<file path="src/rtl/updown_counter_param.sv">
`default_nettype none
// ============================================================================
// Module      : updown_counter_param
// Description : Parametrised up/down counter with a configurable range and
//               step, count enable and synchronous load. At the range limits
//               it either wraps or saturates. It also provides terminal-count
//               flags, a one-cycle boundary pulse and a sticky overflow flag.
//               Saturation is only built when UPDOWN_COUNTER_SAT_EN is
//               defined. Otherwise the counter always wraps and sat_mode
//               is ignored.
// Revision    : 1.0 - initial release
// ============================================================================
module updown_counter_param #(
   parameter int unsigned      WIDTH   = 4,
   parameter logic [WIDTH-1:0] MIN_VAL = '0,
   parameter logic [WIDTH-1:0] MAX_VAL = {WIDTH{1'b1}},
   parameter logic [WIDTH:0]   STEP    = (WIDTH+1)'(1)
) (
   input  logic             CLK,
   input  logic             reset,
   input  logic             en,
   input  logic             chnge,
   input  logic             load,
   input  logic [WIDTH-1:0] load_val,
   input  logic             sat_mode,
   input  logic             clr_ovf,
   output logic [WIDTH-1:0] out,
   output logic             at_max,
   output logic             at_min,
   output logic             wrap,
   output logic             ovf
);

   // Limits widened by one bit so that sums and thresholds cannot overflow.
   // MIN_VAL + STEP can never exceed 2**WIDTH, because STEP <= MAX_VAL-MIN_VAL+1.
   localparam logic [WIDTH:0] c_max_ext  = {1'b0, MAX_VAL};
   localparam logic [WIDTH:0] c_dn_floor = {1'b0, MIN_VAL} + STEP;

   logic [WIDTH-1:0] r_cnt;
   logic             r_wrap;
   logic             r_ovf;

   logic [WIDTH:0]   w_up_sum;
   logic             w_up_ok;
   logic             w_dn_ok;
   logic [WIDTH-1:0] w_dn_diff;
   logic [WIDTH-1:0] w_load_clamped;
   logic [WIDTH-1:0] w_cnt_nxt;
   logic             w_evt;
   logic             w_ovf_nxt;
   logic             w_sat;

`ifdef UPDOWN_COUNTER_SAT_EN
   assign w_sat = sat_mode;
`else
   // The port is kept so that instantiations do not change. The value is
   // ignored, so the counter always wraps.
   logic w_unused_sat;
   assign w_unused_sat = sat_mode;
   assign w_sat        = 1'b0;
`endif

   // Range checks for one step in either direction, done in WIDTH+1 bits
   always_comb begin
      w_up_sum  = {1'b0, r_cnt} + STEP;
      w_up_ok   = (w_up_sum <= c_max_ext);
      w_dn_ok   = ({1'b0, r_cnt} >= c_dn_floor);
      // Only used when w_dn_ok holds. In that case STEP < 2**WIDTH.
      w_dn_diff = r_cnt - STEP[WIDTH-1:0];
   end

   // Clamp the load value into [MIN_VAL, MAX_VAL]
   always_comb begin
      w_load_clamped = load_val;
      if (load_val < MIN_VAL)
         w_load_clamped = MIN_VAL;
      else if (load_val > MAX_VAL)
         w_load_clamped = MAX_VAL;
   end

   // Next count and boundary event, with priority load > en > hold
   always_comb begin
      w_cnt_nxt = r_cnt;
      w_evt     = 1'b0;
      if (load) begin
         w_cnt_nxt = w_load_clamped;
      end else if (en) begin
         if (chnge) begin
            if (w_up_ok) begin
               w_cnt_nxt = w_up_sum[WIDTH-1:0];
            end else begin
               w_evt     = 1'b1;
               w_cnt_nxt = w_sat ? MAX_VAL : MIN_VAL;
            end
         end else begin
            if (w_dn_ok) begin
               w_cnt_nxt = w_dn_diff;
            end else begin
               w_evt     = 1'b1;
               w_cnt_nxt = w_sat ? MIN_VAL : MAX_VAL;
            end
         end
      end
      // A set and a clear on the same edge leave the flag set
      w_ovf_nxt = w_evt | (r_ovf & ~clr_ovf);
   end

   // State registers with asynchronous active-low reset
   always_ff @(posedge CLK or negedge reset) begin
      if (!reset) begin
         r_cnt  <= MIN_VAL;
         r_wrap <= 1'b0;
         r_ovf  <= 1'b0;
      end else begin
         r_cnt  <= w_cnt_nxt;
         r_wrap <= w_evt;
         r_ovf  <= w_ovf_nxt;
      end
   end

   assign out    = r_cnt;
   assign wrap   = r_wrap;
   assign ovf    = r_ovf;
   assign at_max = (r_cnt == MAX_VAL);
   assign at_min = (r_cnt == MIN_VAL);

endmodule
`default_nettype wire
</file>
<file path="config.mk">
export PLATFORM = sky130hd
export DESIGN_NAME = updown_counter_param
export DESIGN_NICKNAME = d
export VERILOG_FILES = /design/src/rtl/updown_counter_param.sv
export SDC_FILE = /design/constraint.sdc
export NUM_CORES = 1
export LEC_CHECK = 0
export BUFFER_PORTS_ARGS = -buffer_cell sky130_fd_sc_hd__buf_2
export CORE_UTILIZATION = 40
export DETAILED_ROUTE_END_ITERATION = 8
export PLACE_DENSITY = 0.79
export SYNTH_ARGS = -nofsm -noshare
export SYNTH_HDL_FRONTEND = slang
export SYNTH_SLANG_ARGS = --single-unit
</file>
<file path="constraint.sdc">
create_clock -name CLK -period 1.8 [get_ports CLK]
set_input_delay 0 -clock CLK [delete_from_list [all_inputs] [get_ports CLK]]
set_output_delay 0 -clock CLK [all_outputs]
set_load 0.05 [all_outputs]
</file>
Word level (Yosys, flattened, before mapping)
Cells that the tools add are included.
{"block": "word_totals", "inputBits": 11, "out_inout_bits": 8, "latch_bits": 0, "n_memories": 0, "regBits": 6, "elab_cells": 27, "ramBits": 0, "romBits": 0}
{"block": "op_classes", "n_mux": 12, "n_lt_le_gt_ge": 4, "n_mul": 0, "n_eq_ne": 1, "div_mod_pow": 0, "n_reduce_logical": 2, "n_bitwise": 3, "shift": 0, "addsub": 2}
{"op": "$mux W4", "n": 7}
{"op": "$add A4 B1 Y5 const B", "n": 1}
{"op": "$le A5 B4 Y1 const B", "n": 1}
{"op": "$mux W1", "n": 5}
{"op": "$eq A4 B4 Y1 const B", "n": 1}
{"op": "$ge A4 B1 Y1 const B", "n": 1}
{"op": "$gt A4 B4 Y1 const B", "n": 1}
{"op": "$logic_not A4 Y1", "n": 1}
{"op": "$lt A4 B1 Y1 const B", "n": 1}
{"op": "$sub A4 B1 Y4 const B", "n": 1}
{"op": "$reduce_bool A2 Y1", "n": 1}
{"op": "$and A1 B1 Y1", "n": 1}
{"op": "$not A1 Y1", "n": 1}
{"op": "$or A1 B1 Y1", "n": 1}

Logic depth before layout (Yosys ltp)
{"block": "depth", "word_depth": 7, "mapped_depth": 6, "depth_no_buf": 6}

Worst setup path after synthesis
OpenSTA, ideal clock, no wires.
{"block": "synth_path", "kind": "flip-flop to flip-flop", "startpoint": "reg r_cnt[0], in the netlist out[0]", "endpoint": "reg r_cnt[0], in the netlist out[0]", "path_buffers": 0, "t_arrival_ns": 2.118, "slack_ns": -0.410, "required_ns": 1.708, "path_stages_with_launch": 7, "synth_period_minus_slack_ns": 2.210, "setup_ns": 0.092, "path_cell_list": "dfrtp_1 -> inv_1 -> ha_1 -> nor3b_2 -> maj3_2 -> and2_4 -> o31ai_2"}
{"block": "synth_between", "elab_chain_len": 6, "word_cells_on_any_way": 9, "classes_between": "2 x add/sub; 2 x order compare; 5 x mux"}
{"element": "start, declared", "line": "39", "source": "logic [WIDTH-1:0] r_cnt;"}
{"element": "start signal, assigned", "line": "115", "source": "r_cnt <= w_cnt_nxt;"}
{"element": "$add A4 B1 Y5", "line": "65", "source": "w_up_sum = {1'b0, r_cnt} + STEP;"}
{"element": "$le A5 B4 Y1", "line": "66", "source": "w_up_ok = (w_up_sum <= c_max_ext);"}
{"element": "$mux W4", "line": "89", "source": "if (w_up_ok) begin"}
{"element": "$mux W4 (*)", "line": "88", "source": "if (chnge) begin"}
{"element": "$mux W4 (*)", "line": "87", "source": "end else if (en) begin"}
{"element": "$mux W4 (*)", "line": "85", "source": "if (load) begin"}
Every way passes the cells marked *; elsewhere a longest branch is shown, timed or not. The select of a mux whose other input is x is not followed.
A chain may end at the register's enable or synchronous reset.

Final worst setup path
{"block": "layout_path", "startpoint": "reg r_cnt[0], in the netlist out[0]", "endpoint": "reg r_cnt[3], in the netlist out[3]"}
The elaborated chain is that of the path after synthesis.

==> impl_metrics.ini <==
[run_status]
run_status = finished clean

[sta]
setup_violations = 0
timing_hold_violations_final = 0
fin_worst_skew_ns = 0.00378
fmax_ghz = 0.568
rsz0062_at_grt = true
tns_ns = 0
slew_headroom = 0.798
finalCritPeriodShare = 0.978
finalMaxSlewViolations = 0
setup_slack_ns = 0.0390
tightest_slew_ns = 0.303
fin_crit_ns = 1.76

[global_route]
grtUsageTotal = 0.229
antenna_found_initial = 0
grt_max_degree = 10
grt_overflow = 0
grt_pass1_vias = 496
grt_pass1_wl_mm = 2.25

[critical_path]
critical_path_class = register to register
setup.worst_path.start_class = register
worstPathArrival_ns = 1.91
critPathMaxFanout = 4
slowest_stage = dfrtp_4
critPathMaxStageDelay_ns = 0.50
reg2reg_from = out[0]
r2r_slack_ns = 0.04
required_ns = 1.95
r2r_cells = 6
path_cells = inv_6 -> ha_4 -> nor3b_2 -> maj3_2 -> and2_4 -> o31ai_2
end_kind = register
r2r-end = out[3]

[routing]
routed-via-count = 531
drc = 0
drtPass1Iterations = 4
routedWlPerCell_um = 14.0
wl_mm = 1.42
viasPerCell = 5.26
ant_nets = 0
drtIter0Drc = 10

[placement]
io_buffers = 17
dpl_worst_slack_ns = 0.00538
dp_hpwl_um = 961
place_congestion = 0.861

[cts]
clkLatencyLatePin_ns = 0.24
cts_max_level = 1
clockBufferDepth = 2
cts_buffers = 3
tritoncts = yes
cts_sinks = 6
cts.clk_slew.worst_paths_ns = 0.05
clockRootBuffer = clkbuf_4

[layout]
num_antenna_cells = 0
drive_gt1_frac = 0.471
area_growth_pct = 42.2
nFillCells = 108
layout_commonest_cell = buf_2
seq_area_um2 = 155
finish.utilization = 0.655
final_cell_mix = 17 x buf_2, 6 x nor2_1, 6 x a21oi_1
nNetsFinal = 105
multiInputGateArea_um2 = 379

[synthesis]
synth_area_leaders = dfrtp_1 28%, ha_1 12%, o31ai_2 7.0%
ys_types = 29
seq_area_frac_synth = 0.278
synth-seq-cells = 6
synth_fp_nets = 76
yosysTopAreaCell = dfrtp_1
postSynthCellCount = 60
synth_top_area_share = 0.278
synth_area_um2 = 539
ys_warn_count = 0
synth.avg_cell_area_um2 = 8.99

[die]
pin_count = 19
dieArea_um2 = 1500
rows = 12
die-height_um = 38.7
die_x_um = 38.7
core_area_um2 = 1170
initial_core_util = 0.460

[min_path]
hold_depth = 3
min_from = load_val[0]
hold_path_end = out[0]
holdCritPathClass = input port to register

[power_and_ir_drop]
ir_drop_mv = 0.460
power.density_nw_per_um2 = 753
leakagePower_uw = 0.000358

[job]
cap_violations = 0
## worst max path at each step
stage,startpoint,to,slack [ns],cells past startpoint
floorplan,out[0],out[0],-0.002,6
global placement,out[0],ovf,0.04,6
detailed placement,out[0],ovf,0.005,6
CTS,out[0],out[0],0.002,6
global route,out[0],out[3],-0.002,6
finish,out[0],out[3],0.04,6
## through the flow
stage / instance area (µm²) / std cells / hold WS (ns) / power, µW
floorplan: 564 / 60 / -0.296 / 365
detailed placement: 673 / 92 / -0.175 / 431
global placement: 673 / 92 / -0.176 / 425
CTS: 757 / 100 / 0.0335 / 575
finish: 767 / 101 / 0.0299 / 578
global route: 767 / 101 / 0.0253 / 618
## worst max-delay path: cells and delay by family, from the launching register on
| family | cells | cell delay, ns |
|---|---|---|
| buf+inv | 1 | 0.08 |
| compound gates | 1 | 0.21 |
| simple gates | 2 | 0.34 |
| flops | 1 | 0.50 |
| fa+ha+maj | 2 | 0.52 |
## kinds of logic (layout without fill, tap and decap cells)
kind of cell,Yosys count,after routing,share of synthesized area
compound gates,16,16,0.227
fa+ha+maj,7,7,0.158
buf+inv,8,35,0.0719
flops,6,6,0.278
mux,1,1,0.0186
simple gates,22,22,0.246
## flip-flops by register name, indices dropped and copies added, names as in the netlist
signal	cells
out	4
ovf	1
wrap	1
## final cells by class
type	instances	share of cell area
multi-input cells	46	0.494
repair buffers	26	0.215
flip-flops and latches	6	0.202
inverters	6	0.0359
clock buffers	3	0.0294
well taps	14	0.0228
## where the power goes
part,switching [µW],internal (µW),leakage (µW)
Clock,47.9,75.4,0.0000138
Combinational,173,113,0.000271
Sequential,18.2,151,0.0000729
Total,239,339,0.000358
## synthesized netlist by cell type
library cell  n
a21oi_1       6
dfrtp_1       6
inv_1         6
nor2_1        6
ha_1          5
nor3_1        3
o31ai_2       3
maj3_2        2
nand2_1       2
nor3b_2       2
a21boi_0      1
a21oi_2       1
a22o_1        1
a31o_2        1
a32o_1        1
and2_4        1
and3_1        1
buf_6         1
clkbuf_2      1
mux2i_1       1
nand2b_1      1
nand4_1       1
nor2b_1       1
nor3b_1       1
o21ai_0       1
o22ai_1       1
or2b_1        1
or3_1         1
or4_1         1
## repair_timing
item                                   in CTS  in global routing
gates cloned                                0                  0
setup buffers                               0                  1
endpoints found under the hold margin      10                  0
setup endpoints to repair                   1                  4
pin swaps                                   0                  1
hold buffers                                5                  0
gates resized for setup                     2                  2
## per-layer routing
layer  up-vias  track usage  wire length [µm]
li1        268            -                 -
met1       241        0.283               605
met2        22        0.388               739
met3         0       0.0925                75
met4         0       0.0172                 0
met5         -            0                 0
Note: power is estimated with default switching activity, not from simulation.
